[config.mk]
export PLATFORM = sky130hd
export DESIGN_NAME = uart_wb_master
export DESIGN_NICKNAME = d
export VERILOG_FILES = /design/src/rtl/uart_wb_master.sv
export SDC_FILE = /design/constraint.sdc
export NUM_CORES = 1
export LEC_CHECK = 0
export ABC_AREA = 1
export ABC_CLOCK_PERIOD_IN_PS = 2100
export BUFFER_PORTS_ARGS = -buffer_cell sky130_fd_sc_hd__buf_2
export CAP_MARGIN = 5
export CORE_ASPECT_RATIO = 0.7
export CORE_MARGIN = 2
export CORE_UTILIZATION = 35
export DETAILED_ROUTE_END_ITERATION = 12
export PLACE_DENSITY = 0.61
export SYNTH_ARGS = -nofsm -noshare
export SYNTH_HDL_FRONTEND = slang
export SYNTH_SLANG_ARGS = --single-unit
[constraint.sdc]
create_clock -name i_clk -period 2.1 [get_ports i_clk]
set_clock_uncertainty 0.15 [all_clocks]
set_input_delay 0.315 -clock i_clk [delete_from_list [all_inputs] [get_ports i_clk]]
set_output_delay 0.315 -clock i_clk [all_outputs]
set_load 0.005 [all_outputs]
[src/rtl/uart_wb_master.sv]
// UART byte stream to Wishbone classic master bridge.
// Frames: 0x57 addr data (write) / 0x52 addr (read); replies with a status byte.
`timescale 1ns/1ps
module uart_wb_master #(
  parameter int AW         = 32,
  parameter int DW         = 32,
  parameter int RX_TIMEOUT = 120000,
  parameter int WB_TIMEOUT = 255
) (
  input  logic            i_clk,
  input  logic            i_rst_n,
  input  logic [7:0]      i_rx_data,
  input  logic            i_rx_stb,
  output logic [7:0]      o_tx_data,
  output logic            o_tx_stb,
  input  logic            i_tx_busy,
  output logic            o_wb_cyc,
  output logic            o_wb_stb,
  output logic            o_wb_we,
  output logic [AW-1:0]   o_wb_addr,
  output logic [DW-1:0]   o_wb_data,
  output logic [DW/8-1:0] o_wb_sel,
  input  logic [DW-1:0]   i_wb_data,
  input  logic            i_wb_ack,
  input  logic            i_wb_err,
  output logic            o_busy,
  output logic            o_rx_drop
);

  localparam int NA  = AW / 8;
  localparam int ND  = DW / 8;
  localparam int RTW = $clog2(RX_TIMEOUT + 1);
  localparam int WTW = $clog2(WB_TIMEOUT + 1);

  localparam logic [RTW-1:0] RX_LAST = RTW'(RX_TIMEOUT - 1);
  localparam logic [WTW-1:0] WB_LAST = WTW'(WB_TIMEOUT - 1);
  localparam logic [1:0]     A_LAST  = 2'(NA - 1);
  localparam logic [1:0]     D_LAST  = 2'(ND - 1);
  localparam logic [2:0]     RD_LEN  = 3'(ND + 1);

  typedef enum logic [2:0] {
    S_IDLE,
    S_ADDR,
    S_DATA,
    S_BUS,
    S_RESP
  } state_t;

  typedef enum logic {
    TX_RDY,
    TX_HOLD
  } txph_t;

  state_t          st_q, st_d;
  txph_t           ph_q, ph_d;
  logic            we_q, we_d;
  logic [AW-1:0]   addr_q, addr_d;
  logic [DW-1:0]   wdat_q, wdat_d;
  logic [1:0]      cnt_q, cnt_d;
  logic [RTW-1:0]  rxto_q, rxto_d;
  logic [WTW-1:0]  wbto_q, wbto_d;
  logic [DW+7:0]   rsp_q, rsp_d;
  logic [2:0]      left_q, left_d;
  logic [1:0]      hold_q, hold_d;
  logic            txs_q, txs_d;
  logic [7:0]      txd_q, txd_d;

  function automatic logic [AW-1:0] shin_a(
    input logic [AW-1:0] v,
    input logic [7:0]    b
  );
    return (v << 8) | AW'(b);
  endfunction

  function automatic logic [DW-1:0] shin_d(
    input logic [DW-1:0] v,
    input logic [7:0]    b
  );
    return (v << 8) | DW'(b);
  endfunction

  always_comb begin
    st_d   = st_q;
    ph_d   = ph_q;
    we_d   = we_q;
    addr_d = addr_q;
    wdat_d = wdat_q;
    cnt_d  = cnt_q;
    rxto_d = rxto_q;
    wbto_d = wbto_q;
    rsp_d  = rsp_q;
    left_d = left_q;
    hold_d = hold_q;
    txs_d  = 1'b0;
    txd_d  = txd_q;

    // Busy may lag the strobe; ignore it on the strobe cycle itself.
    if (ph_q == TX_HOLD) begin
      if (hold_q == 2'd2 || (hold_q != 2'd0 && i_tx_busy)) begin
        ph_d = TX_RDY;
      end else begin
        hold_d = hold_q + 2'd1;
      end
    end

    unique case (st_q)
      S_IDLE: begin
        if (i_rx_stb && (i_rx_data == 8'h57 || i_rx_data == 8'h52)) begin
          we_d   = (i_rx_data == 8'h57);
          cnt_d  = 2'd0;
          rxto_d = '0;
          st_d   = S_ADDR;
        end
      end
      S_ADDR: begin
        if (i_rx_stb) begin
          addr_d = shin_a(addr_q, i_rx_data);
          rxto_d = '0;
          if (cnt_q == A_LAST) begin
            cnt_d  = 2'd0;
            wbto_d = '0;
            st_d   = we_q ? S_DATA : S_BUS;
          end else begin
            cnt_d = cnt_q + 2'd1;
          end
        end else if (rxto_q == RX_LAST) begin
          st_d = S_IDLE;
        end else begin
          rxto_d = rxto_q + RTW'(1);
        end
      end
      S_DATA: begin
        if (i_rx_stb) begin
          wdat_d = shin_d(wdat_q, i_rx_data);
          rxto_d = '0;
          if (cnt_q == D_LAST) begin
            cnt_d  = 2'd0;
            wbto_d = '0;
            st_d   = S_BUS;
          end else begin
            cnt_d = cnt_q + 2'd1;
          end
        end else if (rxto_q == RX_LAST) begin
          st_d = S_IDLE;
        end else begin
          rxto_d = rxto_q + RTW'(1);
        end
      end
      S_BUS: begin
        if (i_wb_err) begin
          rsp_d  = {8'h45, {DW{1'b0}}};
          left_d = 3'd1;
          st_d   = S_RESP;
        end else if (i_wb_ack) begin
          rsp_d  = we_q ? {8'h4B, {DW{1'b0}}} : {8'h44, i_wb_data};
          left_d = we_q ? 3'd1 : RD_LEN;
          st_d   = S_RESP;
        end else if (wbto_q == WB_LAST) begin
          rsp_d  = {8'h45, {DW{1'b0}}};
          left_d = 3'd1;
          st_d   = S_RESP;
        end else begin
          wbto_d = wbto_q + WTW'(1);
        end
      end
      S_RESP: begin
        if (ph_q == TX_RDY && !i_tx_busy) begin
          txs_d  = 1'b1;
          txd_d  = rsp_q[DW+7 -: 8];
          rsp_d  = rsp_q << 8;
          left_d = left_q - 3'd1;
          ph_d   = TX_HOLD;
          hold_d = 2'd0;
          if (left_q == 3'd1) begin
            st_d = S_IDLE;
          end
        end
      end
      default: st_d = S_IDLE;
    endcase
  end

  always_ff @(posedge i_clk or negedge i_rst_n) begin
    if (!i_rst_n) begin
      st_q   <= S_IDLE;
      ph_q   <= TX_RDY;
      we_q   <= 1'b0;
      addr_q <= '0;
      wdat_q <= '0;
      cnt_q  <= '0;
      rxto_q <= '0;
      wbto_q <= '0;
      rsp_q  <= '0;
      left_q <= '0;
      hold_q <= '0;
      txs_q  <= 1'b0;
      txd_q  <= '0;
    end else begin
      st_q   <= st_d;
      ph_q   <= ph_d;
      we_q   <= we_d;
      addr_q <= addr_d;
      wdat_q <= wdat_d;
      cnt_q  <= cnt_d;
      rxto_q <= rxto_d;
      wbto_q <= wbto_d;
      rsp_q  <= rsp_d;
      left_q <= left_d;
      hold_q <= hold_d;
      txs_q  <= txs_d;
      txd_q  <= txd_d;
    end
  end

  assign o_wb_cyc  = (st_q == S_BUS);
  assign o_wb_stb  = (st_q == S_BUS);
  assign o_wb_we   = we_q;
  assign o_wb_addr = addr_q;
  assign o_wb_data = wdat_q;
  assign o_wb_sel  = {ND{st_q == S_BUS}};
  assign o_tx_stb  = txs_q;
  assign o_tx_data = txd_q;
  assign o_busy    = (st_q != S_IDLE);
  assign o_rx_drop = i_rx_stb && (st_q == S_BUS || st_q == S_RESP);

endmodule
[After elaboration in Yosys (flattened, before gate mapping)]
Cells that the tools add are included.
Cells by class
  muxes and demuxes: 49
  reductions and logical operators: 24
  $add $sub $neg: 5
  bitwise gates (word level): 3
  equal/unequal tests: 23
Operators with widths (count)
  $mux 40: 4
  $pmux 40 s2: 1
  $or 32x8->32: 2
  $mux 17: 3
  $mux 3: 16
  $mux 8: 5
  $mux 36: 1
  $pmux 17 s2: 1
  $add 17x1->17 const B: 1
  $eq 17x17->1 const B: 1
  $eq 8x7->1 const B: 2
  $pmux 8 s2: 1
  $pmux 3 s5: 1
  $mux 2: 7
  $ne 2x2->1 const B: 6
  $reduce_and 6->1: 2
  $ne 3x3->1 const B: 3
  $reduce_and 3->1: 3
  $add 8x1->8 const B: 1
  $eq 8x8->1 const B: 1
  $reduce_and 2->1: 4
  $reduce_bool 2->1: 4
  $mux 1: 7
  $eq 3x1->1 const B: 2
  16 further kinds: 25
Word-level totals
  word-level logic and storage cells: 117
  register bits after elaboration: 150

[Logic depth before layout (Yosys ltp)]
  depth after elaboration: 7
  gate-level depth with buffers: 13
  gate-level depth less buffers: 12

[Worst setup path before layout]
No wires, ideal clock.
  kind: reg2reg
  start point: register rxto_q[0]
  end point: register rxto_q[0]
  setup slack: 0.300 ns
  clock period less this slack: 1.800 ns
  data required time: 1.824 ns
  buffers on the path: 1
  data arrival time: 1.524 ns
  stages on the path, launching flop included: 8
  cell sequence: dfrtp_1 > ha_1 > nand3_1 > nor2_1 > nand4_1 > o21ai_2 > buf_2 > o21ai_0
Between the ends
  longest elaborated chain between the ends: 4
RTL lines
  from (decl): line 60  | logic [RTW-1:0] rxto_q, rxto_d;
  from (signal assigned): line 205  | rxto_q <= rxto_d;
  $add 17x1->17: line 129, 146
  $mux 17: line 126, 143
  $mux 17: line 116  | if (i_rx_stb) begin
  $pmux 17 s2: line 106  | unique case (st_q)
Several ways; a longest one is shown, not always the timed one. The select of a mux whose other input is x is not followed.
A chain may end at the register's enable or synchronous reset.

[Worst setup path after layout]
  start point: register st_q[2]
  end point: output o_rx_drop
Between the ends
  longest elaborated chain between the ends: 3
RTL lines
  from (decl): line 54  | state_t st_q, st_d;
  from (signal assigned): line 199  | st_q <= st_d;
  $eq 3x2->1 / $eq 3x3->1 (equally long branches): line 224  | assign o_rx_drop = i_rx_stb && (st_q == S_BUS || st_q == S_RESP);
  $logic_or 1x1->1 (*): line 224
  $logic_and 1x1->1 (*): line 224
  to (decl): line 27  | output logic o_rx_drop
Mark *: on every way between the ends. The rest lies on a longest branch, timed or not.

==> results.py <==
metrics = {
    "status": {
        "status": "finished clean",
    },
    "timing": {
        "setup_viol": 0,
        "post-route-min-period_ps": 2040,
        "rsz0062_at_grt": "true",
        "hold_slack_ps": 10.3,
        "hold_viol_final": 0,
        "maxSlewHeadroom_pct": 63.0,
        "finalMaxSlewViolations": 0,
        "tightestPinTransition_ps": 556,
        "fin_ws_ps": 55.9,
        "fmax_ghz": 0.489,
        "period_share_pct": 97.3,
    },
    "worst_setup_path": {
        "cp_num_buf_inv": 2,
        "cp.depth": 4,
        "slowest_stage": "dfrtp_1",
        "crit_type": "register to output port",
        "crit_path_end": "o_rx_drop",
        "crit_path_end_kind": "output port",
        "r2r_setup_slack_ps": 180,
        "r2r_start": "st_q[1]",
        "slowest_delay_ps": 430,
        "arrival_ps": 1580,
        "r2r_end": "rxto_q[16]",
        "crit_start": "st_q[2]",
        "critical_path.max_fanout": 7,
        "required_ps": 1630,
        "path_cells": "inv_1 -> nand3_2 -> a21oi_2 -> buf_2",
        "crit_family": "flip-flops",
        "cp-start-kind": "register",
        "rr_worst_depth": 8,
    },
    "clock_network": {
        "cts_buffers": 17,
        "clock-sinks": 150,
        "h-tree-depth": 4,
        "cts.path.max_buffers": 2,
        "cts_setup_buffers": 0,
        "clk_latency_ps": 420,
        "cts-root-buf": "clkbuf_16",
        "cts_tree": "yes",
        "clk_pin_slew_ps": 60,
    },
    "floorplanning": {
        "dieArea_um2": 20600,
        "coreArea_um2": 19000,
        "fp.dieH_um": 121,
        "die_w_um": 170,
        "initial_core_util_pct": 35.8,
        "rows": 42,
        "io_pins": 128,
    },
    "final_layout": {
        "final_common_cell": "nand2_1",
        "fillers": 1844,
        "final_cell_mix": "180 x nand2_1, 150 x dfrtp_1, 126 x buf_2",
        "finalInstanceArea_um2": 8510,
        "synthToLayoutAreaGrowth_pct": 25.4,
        "drive_gt1_share_pct": 27.3,
        "final_nets": 928,
        "fin_util_pct": 44.9,
        "antenna_cells": 0,
    },
    "power_and_ir_drop": {
        "power_density_nw_per_um2": 1290,
        "leakagePower_nw": 4.11,
        "peakVddDrop_mv": 0.574,
    },
    "synth": {
        "yosysSeqAreaShare_pct": 55.3,
        "ys_warn_count": 0,
        "synth.avg_cell_area_um2": 9.29,
        "synth_fp_nets": 783,
        "synth_cell_types": 38,
        "syn_inst": 731,
        "ys_seq_elements": 150,
        "synth_area_um2": 6790,
    },
    "placed_design": {
        "placed_area_um2": 7810,
        "hpwl_um": 11100,
        "post-place-ws_ps": 125,
        "numPortBuffers": 127,
        "gp_congestion": 0.918,
    },
    "drt": {
        "detail-route-antenna-nets": 0,
        "vias": 5381,
        "wl_per_cell_um": 13.7,
        "drtIter0Drc": 375,
        "firstDrtPassIters": 5,
        "via_per_inst": 4.67,
        "route.detailed.drc": 0,
        "routed_wl_um": 15800,
    },
    "global_routing": {
        "grt.overflow.total": 0,
        "grt_pass1_wl_um": 26700,
        "grt_pass1_vias": 5184,
        "grt_max_degree": 60,
        "antenna_found_initial": 0,
        "grt_usage_pct": 16.5,
    },
    "job": {
        "maxCapViolCount": 0,
    },
    "worst_hold_path": {
        "hold_class": "input port to register",
    },
}
[routing by layer]
metal  vias to the layer above  wire, um  track usage [%]
met5                         -         0                0
met4                         0       165             4.97
met2                       141      6640             23.2
met3                        11       905             4.22
li1                       2726         -                -
met1                      2503      8080             24.8
[worst register-to-register path, cell delays in order (launching register included)]
cell     delay (ps)
dfrtp_1         460
inv_2           130
nand2_1          60
nor2_1          220
nand3_1         200
nand2_1         150
o21ai_2         110
buf_4           180
o21ai_0         180
[flip-flops by register name (all words and copies together), names as in the netlist, 2 cells and up]
name	count
o_wb_data	32
hold_q	2
o_wb_addr	32
left_q	3
rxto_q	17
st_q	3
wbto_q	8
rsp_q	40
cnt_q	2
o_tx_data	8
[cell usage after synthesis]
master | instances | area (um^2)
nand4_1 | 15 | 93.8
buf_6 | 5 | 56.3
o21ai_2 | 2 | 17.5
clkbuf_1 | 12 | 45.0
ha_1 | 6 | 75.1
a31o_2 | 1 | 8.76
o311ai_0 | 1 | 8.76
mux2_2 | 34 | 383
nand3b_1 | 1 | 7.51
a31oi_1 | 3 | 18.8
nand2_1 | 181 | 679
nand3_4 | 1 | 17.5
xor2_1 | 7 | 61.3
o31ai_1 | 3 | 22.5
buf_1 | 1 | 3.75
nand3_2 | 2 | 20.0
o21ai_0 | 50 | 250
nor2_4 | 2 | 22.5
a21oi_1 | 15 | 75.1
xnor2_1 | 1 | 8.76
a22oi_1 | 24 | 180
o21a_1 | 3 | 22.5
a21oi_2 | 1 | 8.76
o22ai_1 | 1 | 6.26
nor3_1 | 6 | 30.0
nand3_1 | 33 | 165
o21ai_1 | 31 | 155
nor2_1 | 50 | 188
dfrtp_1 | 150 | 3750
inv_2 | 6 | 22.5
or2_2 | 6 | 37.5
o211ai_1 | 2 | 15.0
o21bai_1 | 2 | 15.0
buf_2 | 12 | 60.1
nand2_2 | 1 | 6.26
inv_1 | 53 | 199
nor2_2 | 1 | 6.26
buf_4 | 6 | 45.0
[layout make-up]
| cell class | count | area [um^2] | area share, % |
|---|---|---|---|
| Clock inverter | 14 | 139 | 1.63 |
| Clock buffer | 18 | 439 | 5.16 |
| Sequential cell | 150 | 3750 | 44.1 |
| Tap cell | 264 | 330 | 3.88 |
| Multi-Input combinational cell | 486 | 2620 | 30.8 |
| Inverter | 59 | 221 | 2.60 |
| Timing Repair Buffer | 162 | 1010 | 11.9 |
[how the worst min path moves through the flow]
stage	cells past startpoint	slack (ps)	start	endpoint
final	3	10	i_wb_data[30]	rsp_q[30]
after global routing	3	9	i_wb_data[21]	rsp_q[21]
after CTS	3	1	i_wb_data[21]	rsp_q[21]
after detailed placement	1	170	i_rst_n	o_wb_data[18]
after global placement	1	170	i_rst_n	o_wb_data[18]
after floorplan	0	-130	i_rst_n	cnt_q[0]
[power breakdown]
group	internal [mW]	switching, mW	total, mW
logic	1.55	2.00	3.55
registers	3.87	0.607	4.48
clock network	1.70	1.30	2.99
total	7.12	3.90	11.0
[kinds of logic (layout without fill, tap and decap cells)]
logic type,count (synthesis),in the layout,share of synthesized area (%)
compound gates,139,139,11.8
xor+xnor,8,8,1.03
fa+ha+maj,6,6,1.11
buf+inv,95,253,6.36
flops,150,150,55.3
mux,34,34,5.64
simple gates,299,299,18.8
[what timing repair did]
| action | in CTS | in global routing |
|---|---|---|
| pin swaps | 0 | 0 |
| endpoints found under the hold margin | 61 | 0 |
| gates resized for setup | 1 | 3 |
| hold buffers | 11 | 0 |
| endpoints found under the setup margin | 1 | 30 |
[metrics by stage]
stage	TNS, ps	cells	total power [mW]
finish	0	1153	11.0
global placement	0	1110	8.01
CTS	0	1153	11.1
detailed placement	0	1110	8.07
global route	-256	1153	11.9
floorplan	0	731	6.63
Power figures use the tool's default switching activity.
